$ cat config.mk
export PLATFORM = sky130hd
export DESIGN_NAME = serial_char_rx
export DESIGN_NICKNAME = d
export VERILOG_FILES = /design/src/rtl/serial_pkg.sv /design/src/rtl/serial_char_rx_sync2.sv /design/src/rtl/serial_char_rx.sv
export SDC_FILE = /design/constraint.sdc
export NUM_CORES = 1
export LEC_CHECK = 0
export ABC_AREA = 1
export BUFFER_PORTS_ARGS = -buffer_cell sky130_fd_sc_hd__buf_2
export CAP_MARGIN = 20
export CELL_PAD_IN_SITES_DETAIL_PLACEMENT = 1
export CELL_PAD_IN_SITES_GLOBAL_PLACEMENT = 1
export CORE_UTILIZATION = 43
export DETAILED_ROUTE_END_ITERATION = 10
export GPL_TIMING_DRIVEN = 0
export PLACE_DENSITY = 0.8
export SETUP_SLACK_MARGIN = 0.02
export SLEW_MARGIN = 20
export SYNTH_ARGS = -nofsm -noshare
export SYNTH_HDL_FRONTEND = slang
export SYNTH_HIERARCHICAL = 1
export SYNTH_SLANG_ARGS = --single-unit
$ cat constraint.sdc
create_clock -name clk -period 1.5 [get_ports clk]
set_input_delay 0.075 -clock clk [delete_from_list [all_inputs] [get_ports clk]]
set_output_delay 0.075 -clock clk [all_outputs]
set_load 0.05 [all_outputs]
$ cat src/rtl/serial_pkg.sv
// Shared definitions for the lab 4 character loop receiver and transmitter.
package serial_pkg;

  localparam int unsigned DEFAULT_OVERSAMPLE = 16;
  localparam int unsigned DEFAULT_DATA_BITS  = 8;
  localparam int unsigned BIC_W              = 4;
  localparam logic        LINE_IDLE          = 1'b1;

  typedef enum logic [2:0] {
    RX_IDLE,
    RX_START,
    RX_DATA,
    RX_PARITY,
    RX_STOP
  } rx_state_t;

endpackage

$ cat src/rtl/serial_char_rx_sync2.sv
// Two-flop synchronizer for the asynchronous loop line; both stages reset to the idle level.
module sync2
  import serial_pkg::*;
(
  input  logic clk,
  input  logic reset_n,
  input  logic d,
  output logic q
);

  logic meta_q;
  logic sync_q;

  always_ff @(posedge clk or negedge reset_n) begin
    if (!reset_n) begin
      meta_q <= LINE_IDLE;
      sync_q <= LINE_IDLE;
    end else begin
      meta_q <= d;
      sync_q <= meta_q;
    end
  end

  assign q = sync_q;

endmodule

$ cat src/rtl/serial_char_rx.sv
// Oversampling serial character receiver feeding the Nios II PIO inputs.
// Define SERIAL_RX_PARITY_EN to expect an even-parity bit after the data bits.
module serial_char_rx
  import serial_pkg::*;
#(
  parameter int unsigned OVERSAMPLE = DEFAULT_OVERSAMPLE,
  parameter int unsigned SAMPLE_DIV = 1,
  parameter int unsigned DATA_BITS  = DEFAULT_DATA_BITS
) (
  input  logic                 clk,
  input  logic                 reset_n,
  input  logic                 rx,
  input  logic                 rx_ack,
  output logic [DATA_BITS-1:0] data_out,
  output logic                 rx_valid,
  output logic [BIC_W-1:0]     bic,
  output logic                 framing_err,
  output logic                 overrun
);

  localparam int unsigned SCNT_W = $clog2(OVERSAMPLE);
  localparam int unsigned DIV_W  = (SAMPLE_DIV > 1) ? $clog2(SAMPLE_DIV) : 1;

  localparam logic [SCNT_W-1:0] SCNT_MID_PRE  = SCNT_W'(OVERSAMPLE / 2 - 1);
  localparam logic [SCNT_W-1:0] SCNT_MAX      = SCNT_W'(OVERSAMPLE - 1);
  localparam logic [DIV_W-1:0]  DIV_MAX       = DIV_W'(SAMPLE_DIV - 1);
  localparam logic [BIC_W-1:0]  BIC_LAST_DATA = BIC_W'(DATA_BITS + 1);

  logic                 rx_s;
  logic                 prev_q;
  logic                 fall_c;
  logic                 tick_c;
  logic                 mid_c;

  logic [DIV_W-1:0]     div_q,    div_d;
  logic [SCNT_W-1:0]    scnt_q,   scnt_d;
  rx_state_t            state_q,  state_d;
  logic [BIC_W-1:0]     bic_q,    bic_d;
  logic [DATA_BITS-1:0] shreg_q,  shreg_d;
  logic                 fin_q,    fin_d;
  logic                 stop_q,   stop_d;
  logic [DATA_BITS-1:0] data_q,   data_d;
  logic                 valid_q,  valid_d;
  logic                 ovr_q,    ovr_d;
  logic                 fe_q,     fe_d;

  sync2 u_sync2 (
    .clk     (clk),
    .reset_n (reset_n),
    .d       (rx),
    .q       (rx_s)
  );

  assign fall_c = prev_q & ~rx_s;
  assign tick_c = (div_q == DIV_MAX);
  assign mid_c  = tick_c && (scnt_q == SCNT_MID_PRE);

  // Tick divider and in-bit sample counter, both realigned to the start edge.
  always_comb begin
    div_d  = div_q;
    scnt_d = scnt_q;
    if ((state_q == RX_IDLE) && fall_c) begin
      div_d  = '0;
      scnt_d = '0;
    end else begin
      div_d = tick_c ? '0 : div_q + 1'b1;
      if (tick_c) begin
        scnt_d = (scnt_q == SCNT_MAX) ? '0 : scnt_q + 1'b1;
      end
    end
  end

  // Character FSM; fin_q marks the cycle after the final mid-bit sample where the result is applied.
  always_comb begin
    state_d = state_q;
    bic_d   = bic_q;
    shreg_d = shreg_q;
    fin_d   = 1'b0;
    stop_d  = stop_q;
    data_d  = data_q;
    valid_d = valid_q;
    ovr_d   = ovr_q;
    fe_d    = 1'b0;

    if (rx_ack && valid_q) begin
      valid_d = 1'b0;
      ovr_d   = 1'b0;
    end

    case (state_q)
      RX_IDLE: begin
        if (fall_c) begin
          state_d = RX_START;
          bic_d   = BIC_W'(1);
        end
      end

      RX_START: begin
        if (mid_c) begin
          if (!rx_s) begin
            state_d = RX_DATA;
            bic_d   = BIC_W'(2);
          end else begin
            state_d = RX_IDLE;
            bic_d   = '0;
          end
        end
      end

      RX_DATA: begin
        if (mid_c) begin
          shreg_d = {rx_s, shreg_q[DATA_BITS-1:1]};
          bic_d   = bic_q + 1'b1;
          if (bic_q == BIC_LAST_DATA) begin
`ifdef SERIAL_RX_PARITY_EN
            state_d = RX_PARITY;
`else
            state_d = RX_STOP;
`endif
          end
        end
      end

`ifdef SERIAL_RX_PARITY_EN
      RX_PARITY: begin
        if (fin_q) begin
          state_d = RX_IDLE;
          bic_d   = '0;
        end else if (mid_c) begin
          if ((^shreg_q) == rx_s) begin
            state_d = RX_STOP;
            bic_d   = bic_q + 1'b1;
          end else begin
            // Flag while bic still points at the parity bit.
            fe_d  = 1'b1;
            fin_d = 1'b1;
          end
        end
      end
`endif

      RX_STOP: begin
        if (fin_q) begin
          state_d = RX_IDLE;
          bic_d   = '0;
          if (!stop_q) begin
            fe_d = 1'b1;
          end else if (!valid_q || rx_ack) begin
            data_d  = shreg_q;
            valid_d = 1'b1;
          end else begin
            ovr_d = 1'b1;
          end
        end else if (mid_c) begin
          stop_d = rx_s;
          fin_d  = 1'b1;
        end
      end

      default: begin
        state_d = RX_IDLE;
        bic_d   = '0;
      end
    endcase
  end

  always_ff @(posedge clk or negedge reset_n) begin
    if (!reset_n) begin
      prev_q  <= LINE_IDLE;
      div_q   <= '0;
      scnt_q  <= '0;
      state_q <= RX_IDLE;
      bic_q   <= '0;
      shreg_q <= '0;
      fin_q   <= 1'b0;
      stop_q  <= 1'b0;
      data_q  <= '0;
      valid_q <= 1'b0;
      ovr_q   <= 1'b0;
      fe_q    <= 1'b0;
    end else begin
      prev_q  <= rx_s;
      div_q   <= div_d;
      scnt_q  <= scnt_d;
      state_q <= state_d;
      bic_q   <= bic_d;
      shreg_q <= shreg_d;
      fin_q   <= fin_d;
      stop_q  <= stop_d;
      data_q  <= data_d;
      valid_q <= valid_d;
      ovr_q   <= ovr_d;
      fe_q    <= fe_d;
    end
  end

  assign data_out    = data_q;
  assign rx_valid    = valid_q;
  assign bic         = bic_q;
  assign framing_err = fe_q;
  assign overrun     = ovr_q;

endmodule

-- After elaboration in Yosys (flattened, before gate mapping)
Cells that the tools add are included.
- $add $sub $neg: 3
- bitwise gates (word level): 4
- mux-type cells: 34
- reductions and logical operators: 11
- equal/unequal tests: 12
- operator list (cell ; count):
    two-way mux 4 bit ; 7
    two-way mux 1 bit ; 18
    case mux 4 bit (4 select lines) ; 1
    two-way mux 3 bit ; 5
    case mux 3 bit (4 select lines) ; 1
    != test 2 bit, second input constant ; 5
    adder 4 x 1 -> 4 bit, second input constant ; 2
    == test 4 bit, second input constant ; 2
    AND reduction 4 bit ; 2
    AND reduction 5 bit ; 1
    == test 4 x 3 -> 1 bit, second input constant ; 1
    two-way mux 2 bit ; 2
    == test 3 x 1 -> 1 bit, second input constant ; 1
    == test 3 x 2 -> 1 bit, second input constant ; 1
    == test 3 bit, second input constant ; 1
    logical AND 1 bit ; 3
    zero test 3 bit ; 1
    NOT 1 bit ; 3
    AND reduction 3 bit ; 1
    != test 2 x 1 -> 1 bit, second input constant ; 1
    AND reduction 2 bit ; 1
    adder 1 bit, second input constant ; 1
    bitwise AND 1 bit ; 1
    zero test 1 bit ; 1
    logical OR 1 bit ; 1
- output and inout port bits: 15
- flip-flop bits (word level): 36
- bits of input ports: 4

-- Depth between registers and ports, before layout
Gate-level depths: netlist of the first run.
- word-level depth: 6
- mapped depth: 8
- depth with buffers taken out: 8

-- Cells and area by module
Netlist of the first run, hierarchy kept.
- modules (own cells, without submodules) (module ; area an instance (µm²) ; cells each ; instances):
    serial_char_rx ; 1502.7 ; 165 ; 1
    sync2 ; 52.6 ; 2 ; 1

-- Least setup slack after synthesis of the first run
No wires, ideal clock.
- path type: flip-flop to flip-flop
- start point: register bic_q[1] (netlist: bic[1])
- end point: register bic_q[1] (netlist: bic[1])
- stages on the path, launching flop included: 6
- required time: 1435 ps
- path buffers: 0
- setup slack: 120 ps
- data arrival time: 1314 ps
- cells stage by stage: dfrtp_1 > inv_1 > ha_1 > o21ai_0 > nand3_1 > nand2_1
- cells in the longest elaborated chain, start to end: 3
- RTL lines (item ; RTL line ; RTL):
    start, declared ; serial_char_rx.sv:38 ; logic [BIC_W-1:0] bic_q, bic_d;
    start signal, assigned ; serial_char_rx.sv:186 ; bic_q <= bic_d;
    adder 4 x 1 -> 4 bit ; serial_char_rx.sv:113 ; bic_d = bic_q + 1'b1;
    two-way mux 4 bit ; serial_char_rx.sv:111 ; if (mid_c) begin
    case mux 4 bit (4 select lines) ; serial_char_rx.sv:90 ; case (state_q)
No other way between the ends. The select of a mux whose other input is x is not followed.
A chain may end at the register's enable or synchronous reset.

-- Worst setup path after layout of the first run
- start point: register scnt_q[1]
- end point: register bic_q[3] (netlist: bic[3])
- cells in the longest elaborated chain, start to end: 4
- elaborated cells between the ends (all ways): 5
- RTL lines (item ; RTL line ; RTL):
    start, declared ; serial_char_rx.sv:36 ; logic [SCNT_W-1:0] scnt_q, scnt_d;
    start signal, assigned ; serial_char_rx.sv:184 ; scnt_q <= scnt_d;
    == test 4 x 3 -> 1 bit (*) ; serial_char_rx.sv:56 ; assign mid_c = tick_c && (scnt_q == SCNT_MID_PRE);
    logical AND 1 bit (*) ; serial_char_rx.sv:56 ;
    != test 2 bit (no line) ; n/a ;
    AND reduction 4 bit (no line) (*) ; n/a ;
Every way passes the cells marked *; elsewhere a longest branch is shown, timed or not.

==> results of run 1 <==
[cells in the mapped netlist]
master   number  area [um2]
dfstp_2       3        78.8
xnor2_1       1        8.76
ha_1          3        37.5
nor3_4        1        16.3
nor3_1        1        5.00
nand2_4       2        22.5
and2_1        1        6.26
inv_2         1        3.75
o21a_1        1        7.51
nand2_1      43         161
o21ai_1       1        5.00
nand2_2       5        31.3
nor2_1       11        41.3
inv_1        21        78.8
o21ai_2       7        61.3
nor2_2        3        18.8
nand4_1       2        12.5
nand3_1      12        60.1
xor2_1        1        8.76
o21ai_0      11        55.1
a21oi_1       1        5.00
a31oi_1       1        6.26
buf_6         2        22.5
dfrtp_1      32         801
[repair_timing]
| action | in CTS | in global routing |
|---|---|---|
| endpoints found under the hold margin | 34 | 0 |
| resized for setup | 2 | 8 |
| hold buffers | 3 | 0 |
| setup endpoints to repair | 7 | 13 |
| pin swaps | 1 | 2 |
| buffers inserted | 3 | 3 |
[metal layers]
layer	track usage	vias to the layer above
met3	0.0515	6
li1	-	595
met2	0.339	20
met4	0.0669	0
met1	0.246	584
met5	0	-
[kinds of logic (layout without fill, tap and decap cells)]
logic type | after synthesis | after routing
AO/OA/AOI/OAI | 22 | 22
XOR/XNOR | 2 | 2
AND/OR/NAND/NOR | 81 | 81
buffers and inverters | 24 | 59
flip-flops | 35 | 35
adder cells (fa/ha/maj) | 3 | 3
[worst reg2reg max path: cells and delay by family, from the launching register on]
family / cells / cell delay, ps
AND/OR/NAND/NOR: 5 / 510
flip-flops: 1 / 410
buffers and inverters: 2 / 260
adder cells (fa/ha/maj): 1 / 170
[where the power goes]
part	switching, mW	internal (mW)	total [mW]
Clock	0.324	0.274	0.598
Sequential	0.170	1.10	1.27
Combinational	0.697	0.446	1.14
[path summary, 6_finish.rpt]
path / end / slack, ps / depth (start not counted)
setup reg to reg: bic[3] / 110 / 8
setup / recovery: bic[3] / 110 / 8
hold / removal: scnt_q[3] / 340 / 2
hold reg to reg: u_sync2/q / 370 / 0
min in group clk: u_sync2/q / 370 / 0
max in group asynchronous: state_q[2] / 640 / 2
[state kept, by name (all words and copies together) (netlist names), 3 cells and up]
| signal | cells |
|---|---|
| bic | 4 |
| data_out | 8 |
| scnt_q | 4 |
| shreg_q | 8 |
| state_q | 3 |
[per-stage QoR]
step / std cells / setup slack (ps) / hold slack (ps) / util / total power, mW
global route: 248 / -7.65 / 371 / 0.555 / 3.22
global placement: 231 / 15.8 / 180 / 0.502 / 2.14
detailed placement: 231 / -89.7 / 182 / 0.502 / 2.22
finish: 248 / 109 / 337 / 0.555 / 3.01
CTS: 245 / 41.6 / 358 / 0.541 / 2.90
floorplan: 167 / 120 / -221 / - / 1.96
[final cells by class]
| type | count | area [um2] |
|---|---|---|
| clock buffer | 7 | 65.1 |
| timing repair buffer | 27 | 165 |
| clock inverter | 1 | 7.51 |
| sequential | 35 | 881 |
| fill | 396 | 1510 |
| tap | 46 | 57.6 |
| inverter | 22 | 85.1 |
| buffer | 2 | 22.5 |
| multi-input combinational | 108 | 597 |
==> metrics.cfg, run 1 <==
[status]
status = completed

[synth]
synth_cell_types = 24
synth_xor_area_frac = 0.0113
syn_area_um2 = 1560
synth_fa_ha_area_frac = 0.0241
ys_seq_area_frac = 0.566
synth_top_family_by_area = simple AND/OR/NAND/NOR gates
synth_compound_gate_area_share = 0.0901
syn_inst = 167
synth_warnings = 6
syn_area_per_cell_um2 = 9.31
yosys.area_share.simple = 0.241
syn_nets = 174
synth-seq-cells = 35
synthMuxAreaShare = 0

[route]
vias = 1205
drt_iter0_drc = 50
ant_nets = 0
finalWirelength_mm = 3.30
wl_met3_um = 118
route.detailed.drc = 0
dr.pass1.iters = 4
met2WireLength_mm = 1.62
route.top_layer_used = met4
routedWlPerCell_um = 13.3
wl_met1_mm = 1.52
viasPerCell = 4.86

[sta]
finalCritPeriodShare = 0.927
setup_viol = 0
fmax_mhz = 719
worst_slew_pin_slew_ps = 769
fin_setup_tns_ps = 0
report.final.slew_viol_count = 0
min_period_ps = 1390
slew_headroom = 0.487
hold_viol = 0
finClkSkew_ps = 4.69
rsz0062_at_grt = yes

[global_routing]
grt_pass1_vias = 1331
antenna_found_initial = 0
grt_max_degree = 36
grt_usage = 0.200
grt_pass1_wl_mm = 5.97
overflow = 0

[power]
max-vdd-ir-drop_mv = 0.690
leakagePower_nw = 0.982
power.density_nw_per_um2 = 1600

[layout]
nNetsFinal = 208
drive_gt1_frac = 0.307
final_area_um2 = 1880
antenna_cells = 0
layout_common_cells = 43 x nand2_1, 31 x dfrtp_1, 20 x inv_1
syn2layout_area_growth_pct = 20.9
layout_commonest_cell = nand2_1

[setup_path]
crit_family = simple AND/OR/NAND/NOR gates
worstSetupPathType = reg2reg
crit_path_end_kind = flip-flop
worst_setup_path_start_kind = flip-flop
crit_start = scnt_q[1]
critPathArrivalTime_ps = 1670
path_buf_inv = 2
reg2reg_from = scnt_q[1]
max_stage_delay_ps = 410
critPathMaxFanout = 4
cpMaxStageDelayCell = dfrtp_1
crit_required_ps = 1780
crit_chain = ha_4 > nand3_2 > inv_4 > nor2_1 > nor2_2 > buf_4 > nand3_1 > nand2_1

[clocking]
numCtsBuffers = 5
cts_root_buf = clkbuf_4
worstSkewPairLatency_ps = 340
cts.sinks = 35
htree_levels = 2
cts_tree = done
cts_buffer_depth = 2
clk_pin_slew_ps = 110

[floorplan]
die_y_um = 62.1
start_util = 0.459
ioPinCount = 19
die_x_um = 62.1
die_area_um2 = 3860
row_count = 21
core-area_um2 = 3390

[place]
port-buffer-count = 18
gp_congestion = 0.841
dp_hpwl_mm = 2.34
placedInstanceArea_um2 = 1700

[run]
cap_viol_max_count = 0

[worst_hold_path]
worstHoldPathType = in2async

Note: power is estimated with default switching activity, not from simulation.
==> run 2, diff against run 1 <==
==> constraint.sdc (replaced) <==
create_clock -name clk -period 1.5 [get_ports clk]
set_input_delay 0.3 -clock clk [delete_from_list [all_inputs] [get_ports clk]]
set_output_delay 0.3 -clock clk [all_outputs]
set_load 0.05 [all_outputs]
==> run 2 against run 1 <==
Worst hold slack got worse by 320 ps. Clock-buffer cell count unchanged. Worst setup slack got worse by 31 ps. Critical path depth decreased by 7. Die area unchanged. Clock skew increased by 0.78 ps. Global-route usage decreased by 0.28 points. Cell area decreased by 1.6%. Register-to-register slack about the same. Sequential share of layout area increased by 0.76 points. Routed wire length decreased by 1.2%. First-iteration DRC count decreased by 8.0%. Critical endpoint is now bic[0]. Largest cell class unchanged.
==> metrics.cfg, run 2 (synthesis gave the netlist of run 1 again) <==
[status]
status = completed

[sta]
slew_headroom = 0.491  ; +0.00383
setup_viol = 0  ; unchanged
hold_viol = 0  ; unchanged
fmax_mhz = 703  ; -2.2%
min_period_ps = 1420  ; +30.8 ps
finClkSkew_ps = 5.47  ; +0.785 ps
finalCritPeriodShare = 0.948  ; +0.0205
fin_setup_tns_ps = 0  ; unchanged
rsz0062_at_grt = yes
report.final.slew_viol_count = 0  ; unchanged
setup_ws_ps = 78.4  ; -30.8 ps
worst_slew_pin_slew_ps = 764  ; -5.74 ps

[layout]
multi_input_area_um2 = 597  ; unchanged
layout_commonest_cell = nand2_1
syn2layout_area_growth_pct = 19.0
seqCellArea_um2 = 881  ; unchanged
nNetsFinal = 205  ; -1.4%
drive_gt1_frac = 0.312  ; +0.00463
layout_common_cells = 43 x nand2_1, 31 x dfrtp_1, 20 x inv_1
fill_cells = 399  ; +0.76%
antenna_cells = 0  ; unchanged

[route]
route.detailed.drc = 0  ; unchanged
dr.pass1.iters = 4  ; unchanged
routedWlPerCell_um = 13.3  ; about the same
drt_iter0_drc = 46  ; -8.0%
vias = 1195  ; -0.83%
ant_nets = 0  ; unchanged
finalWirelength_mm = 3.26  ; -1.2%
viasPerCell = 4.88  ; +0.38%

[floorplan]
start_util = 0.459  ; unchanged
ioPinCount = 19  ; unchanged
row_count = 21  ; unchanged
die_y_um = 62.1  ; unchanged
die_x_um = 62.1  ; unchanged
die_area_um2 = 3860  ; unchanged
core-area_um2 = 3390  ; unchanged

[global_routing]
grt_usage = 0.197  ; -0.00278
overflow = 0  ; unchanged
grt_pass1_vias = 1309  ; -1.7%
grt_max_degree = 36  ; unchanged
antenna_found_initial = 0  ; unchanged
grt_pass1_wl_mm = 5.89  ; -1.4%

[setup_path]
cpMaxStageDelayCell = dfrtp_1
critPathMaxFanout = 7  ; +3
worstSetupPathType = reg2out
max_stage_delay_ps = 480  ; +70 ps
rr_worst_depth = 8  ; unchanged
critPathArrivalTime_ps = 1120  ; -550 ps
worst_setup_path_start_kind = flip-flop
crit_path_end_kind = primary output
path_buf_inv = 1  ; -1
r2r_slack_ps = 110  ; about the same
reg2reg_from = scnt_q[1]
crit_family = flip-flops
crit_chain = buf_2
reg2reg_to = bic[3]
crit_required_ps = 1200  ; -580 ps

[power]
power.density_nw_per_um2 = 1620  ; +1.4%
power.total_mw = 3.00  ; -0.23%
max-vdd-ir-drop_mv = 0.690  ; about the same
leakagePower_nw = 0.970  ; -1.3%

[place]
dp_hpwl_mm = 2.34  ; unchanged
dp_slack_ps = -89.7  ; unchanged
gp_congestion = 0.841  ; unchanged
port-buffer-count = 18  ; unchanged

[clocking]
worstSkewPairLatency_ps = 340  ; about the same
cts.sinks = 35  ; unchanged
cts_tree = done
hold_buffers = 0  ; -3
numCtsBuffers = 5  ; unchanged
cts_buffer_depth = 2  ; unchanged
cts_root_buf = clkbuf_4
htree_levels = 2  ; unchanged
clk_pin_slew_ps = 110  ; about the same

[worst_hold_path]
worstHoldPathType = in2async

[run]
cap_viol_max_count = 0  ; unchanged

[run 2: final cells by class]
cell class,count,share of cell area
Timing Repair Buffer,24,0.0730
Inverter,22,0.0460
Buffer,2,0.0122
Multi-Input combinational cell,108,0.323
Clock inverter,1,0.00406
Sequential cell,35,0.476
Clock buffer,7,0.0352
Tap cell,46,0.0311
[run 2: worst max path at each step]
stage	from	to	slack [ps]	cells past startpoint
2_1_floorplan	bic[1]	bic[1]	120	5
3_3_place_gp	scnt_q[0]	bic[1]	20	8
3_5_place_dp	scnt_q[0]	bic[1]	-90	8
4_1_cts	scnt_q[0]	bic[2]	40	8
5_1_grt	scnt_q[1]	bic[2]	-8	8
6_report	bic[0]	bic[0]	80	1
[run 2: layer usage]
metal  global-route usage  wire length (um)  vias to the layer above
li1                     -                 -                      590
met4               0.0669                38                        0
met3               0.0533               123                        6
met1                0.246              1490                      579
met5                    0                 0                        -
met2                0.328              1610                       20
[run 2: per-stage QoR]
step / instances / hold WS (ps) / utilization / cell area [um2]
after floorplan: 167 / 4.41 / - / 1560
after global placement: 231 / 346 / 0.502 / 1700
after detailed placement: 231 / 353 / 0.502 / 1700
after CTS: 242 / 34.8 / 0.532 / 1800
after global routing: 245 / 32.8 / 0.546 / 1850
final: 245 / 21.1 / 0.546 / 1850
[run 2: report_power, final]
part	switching (mW)	internal [mW]
combinational	0.696	0.441
clock	0.323	0.274
sequential	0.170	1.10
total	1.19	1.81
[run 2: timing repair]
action / in CTS / in global routing
endpoints found under the setup margin: 7 / 13
buffers inserted: 3 / 3
cloned: 0 / 0
endpoints found under the hold margin: 0 / 0
pin swaps: 1 / 2
gates resized for setup: 2 / 8
==> run 3, diff against run 2 <==
- CORE_UTILIZATION: 43 -> 35
- PLACE_DENSITY: 0.8 -> 0.68
- clock period: 1.5 -> 1.32 ns (I/O delays scaled with it)
==> run 3 against run 2 <==
The run now ends with negative setup slack left. Sequential share of layout area fell by 7.1 points. First-iteration DRC count increased by 24%. Routed wire length is 21% higher. Clock power rose by 68%. Global-route usage down 0.72 points. Via count up 6.8%. Power grew 39%. Combinational power up 49%. Sequential power is 15% higher. Critical path type is now reg2reg.
==> metrics.cfg, run 3 (synthesis gave the netlist of run 1 again) <==
[status]
status = finished, violations left
violations = negative setup slack

[clocking]
cts_buffer_depth = 2  ; unchanged
clk_pin_slew_ps = 80  ; -30 ps
htree_levels = 2  ; unchanged
cts_root_buf = clkbuf_8
hold_buffers = 0  ; unchanged
cts_tree = done
worstSkewPairLatency_ps = 290  ; -50 ps
cts.sinks = 35  ; unchanged
numCtsBuffers = 5  ; unchanged

[layout]
layout_commonest_cell = dfrtp_1
seqCellArea_um2 = 883  ; +0.28%
fill_cells = 470  ; +18%
layout_common_cells = 29 x dfrtp_1, 28 x nand2_1, 17 x inv_1
drive_gt1_frac = 0.488  ; +0.176
final_cells = 259  ; +5.7%
antenna_cells = 0  ; unchanged
syn2layout_area_growth_pct = 40.4
multi_input_area_um2 = 737  ; +23%
nNetsFinal = 215  ; +4.9%

[run]
cap_viol_max_count = 0  ; unchanged

[setup_path]
cpMaxStageDelayCell = dfrtp_1
max_stage_delay_ps = 410  ; -70 ps
crit_family = simple AND/OR/NAND/NOR gates
crit_top_cell = buf_6
critPathArrivalTime_ps = 1560  ; +440 ps
path_buf_inv = 3  ; +2
worstSetupPathType = reg2reg
worst_setup_path_start_kind = flip-flop
critPathMaxFanout = 8  ; +1
crit_path_end_kind = flip-flop
crit_chain = buf_6 > nor2_4 > nand2_4 > inv_8 > nand2_8 > buf_6 > nand2_2 > o21ai_1
crit_required_ps = 1500  ; +300 ps

[route]
viasPerCell = 4.93  ; +1.0%
ant_nets = 0  ; unchanged
finalWirelength_mm = 3.95  ; +21%
routedWlPerCell_um = 15.3  ; +15%
vias = 1276  ; +6.8%
route.detailed.drc = 0  ; unchanged
drt_iter0_drc = 57  ; +24%
dr.pass1.iters = 4  ; unchanged

[floorplan]
ioPinCount = 19  ; unchanged
core-area_um2 = 4140  ; +22%
start_util = 0.375  ; -0.0835
die_area_um2 = 4710  ; +22%
die_y_um = 68.7  ; +10%
die_x_um = 68.7  ; +10%
row_count = 23  ; +9.5%

[global_routing]
overflow = 0  ; unchanged
antenna_found_initial = 0  ; unchanged
grt_max_degree = 36  ; unchanged
grt_usage = 0.189  ; -0.00725
grt_pass1_wl_mm = 6.26  ; +6.3%
grt_pass1_vias = 1345  ; +2.8%

[sta]
report.final.slew_viol_count = 0  ; unchanged
fmax_mhz = 725
min_period_ps = 1380
setup_viol = 20  ; +20
hold_viol = 0  ; unchanged
worst_slew_pin_slew_ps = 771  ; +6.84 ps
setup_ws_ps = -59.7  ; -138 ps
rsz0062_at_grt = yes
slew_headroom = 0.486  ; -0.00456
finClkSkew_ps = 9.24  ; +3.77 ps
finalCritPeriodShare = 1.05

[worst_hold_path]
worstHoldPathType = in2async

[place]
dp_hpwl_mm = 2.45  ; +4.5%
gp_congestion = 0.782  ; -7.0%
placed_cells = 235  ; +1.7%
port-buffer-count = 18  ; unchanged

[power]
max-vdd-ir-drop_mv = 0.909  ; +32%
power.density_nw_per_um2 = 1910  ; +18%
power.total_mw = 4.17  ; +39%
leakagePower_nw = 1.08  ; +11%

==> run 3: per-layer routing <==
| layer | vias to the layer above | wire [um] | track usage |
|---|---|---|---|
| li1 | 609 | - | - |
| met1 | 644 | 1620 | 0.218 |
| met2 | 19 | 2160 | 0.327 |
| met3 | 4 | 123 | 0.0641 |
| met4 | 0 | 42 | 0.0625 |
| met5 | - | 0 | 0 |
==> run 3: area by class of cell <==
class | count | area share
buffer | 2 | 0.0120
clock buffer | 6 | 0.0378
multi-input combinational | 108 | 0.338
sequential | 35 | 0.405
inverter | 22 | 0.0413
timing repair buffer | 34 | 0.122
clock inverter | 2 | 0.0160
tap | 50 | 0.0287
==> run 3: metrics by stage <==
| step | setup slack [ps] | hold WS, ps | utilization | setup TNS, ps | cell area [um2] |
|---|---|---|---|---|---|
| 2_1_floorplan | 24.5 | -31.6 | - | 0 | 1560 |
| 3_3_place_gp | -175 | 346 | 0.413 | -1030 | 1710 |
| 3_5_place_dp | -212 | 347 | 0.413 | -1530 | 1710 |
| 4_1_cts | -33.0 | 63.3 | 0.492 | -216 | 2040 |
| 5_1_grt | -132 | 59.1 | 0.527 | -2000 | 2180 |
| 6_report | -59.7 | 42.1 | 0.527 | -480 | 2180 |
==> run 3: final timing paths <==
| path | from | end | slack (ps) | depth (start not counted) |
|---|---|---|---|---|
| hold reg to reg | u_sync2/meta_q | u_sync2/q | 360 | 0 |
| hold / removal | reset_n | scnt_q[0] | 40 | 1 |
| max in group asynchronous | reset_n | bic[1] | 730 | 1 |
| setup reg to reg | state_q[0] | shreg_q[6] | -60 | 8 |
| min in group clk | rx | u_sync2/meta_q | 70 | 1 |
| setup / recovery | state_q[0] | shreg_q[6] | -60 | 8 |
==> run 3: power breakdown <==
| part | total (mW) | switching (mW) | internal, mW |
|---|---|---|---|
| combinational | 1.70 | 1.00 | 0.700 |
| sequential | 1.46 | 0.211 | 1.25 |
| clock | 1.00 | 0.394 | 0.611 |
| total | 4.17 | 1.61 | 2.56 |
==> run 3: what timing repair did <==
item	in CTS	in global routing
endpoints found under the setup margin	22	28
buffers inserted	11	4
pin swaps	9	12
cloned	2	0
gates resized for setup	34	35
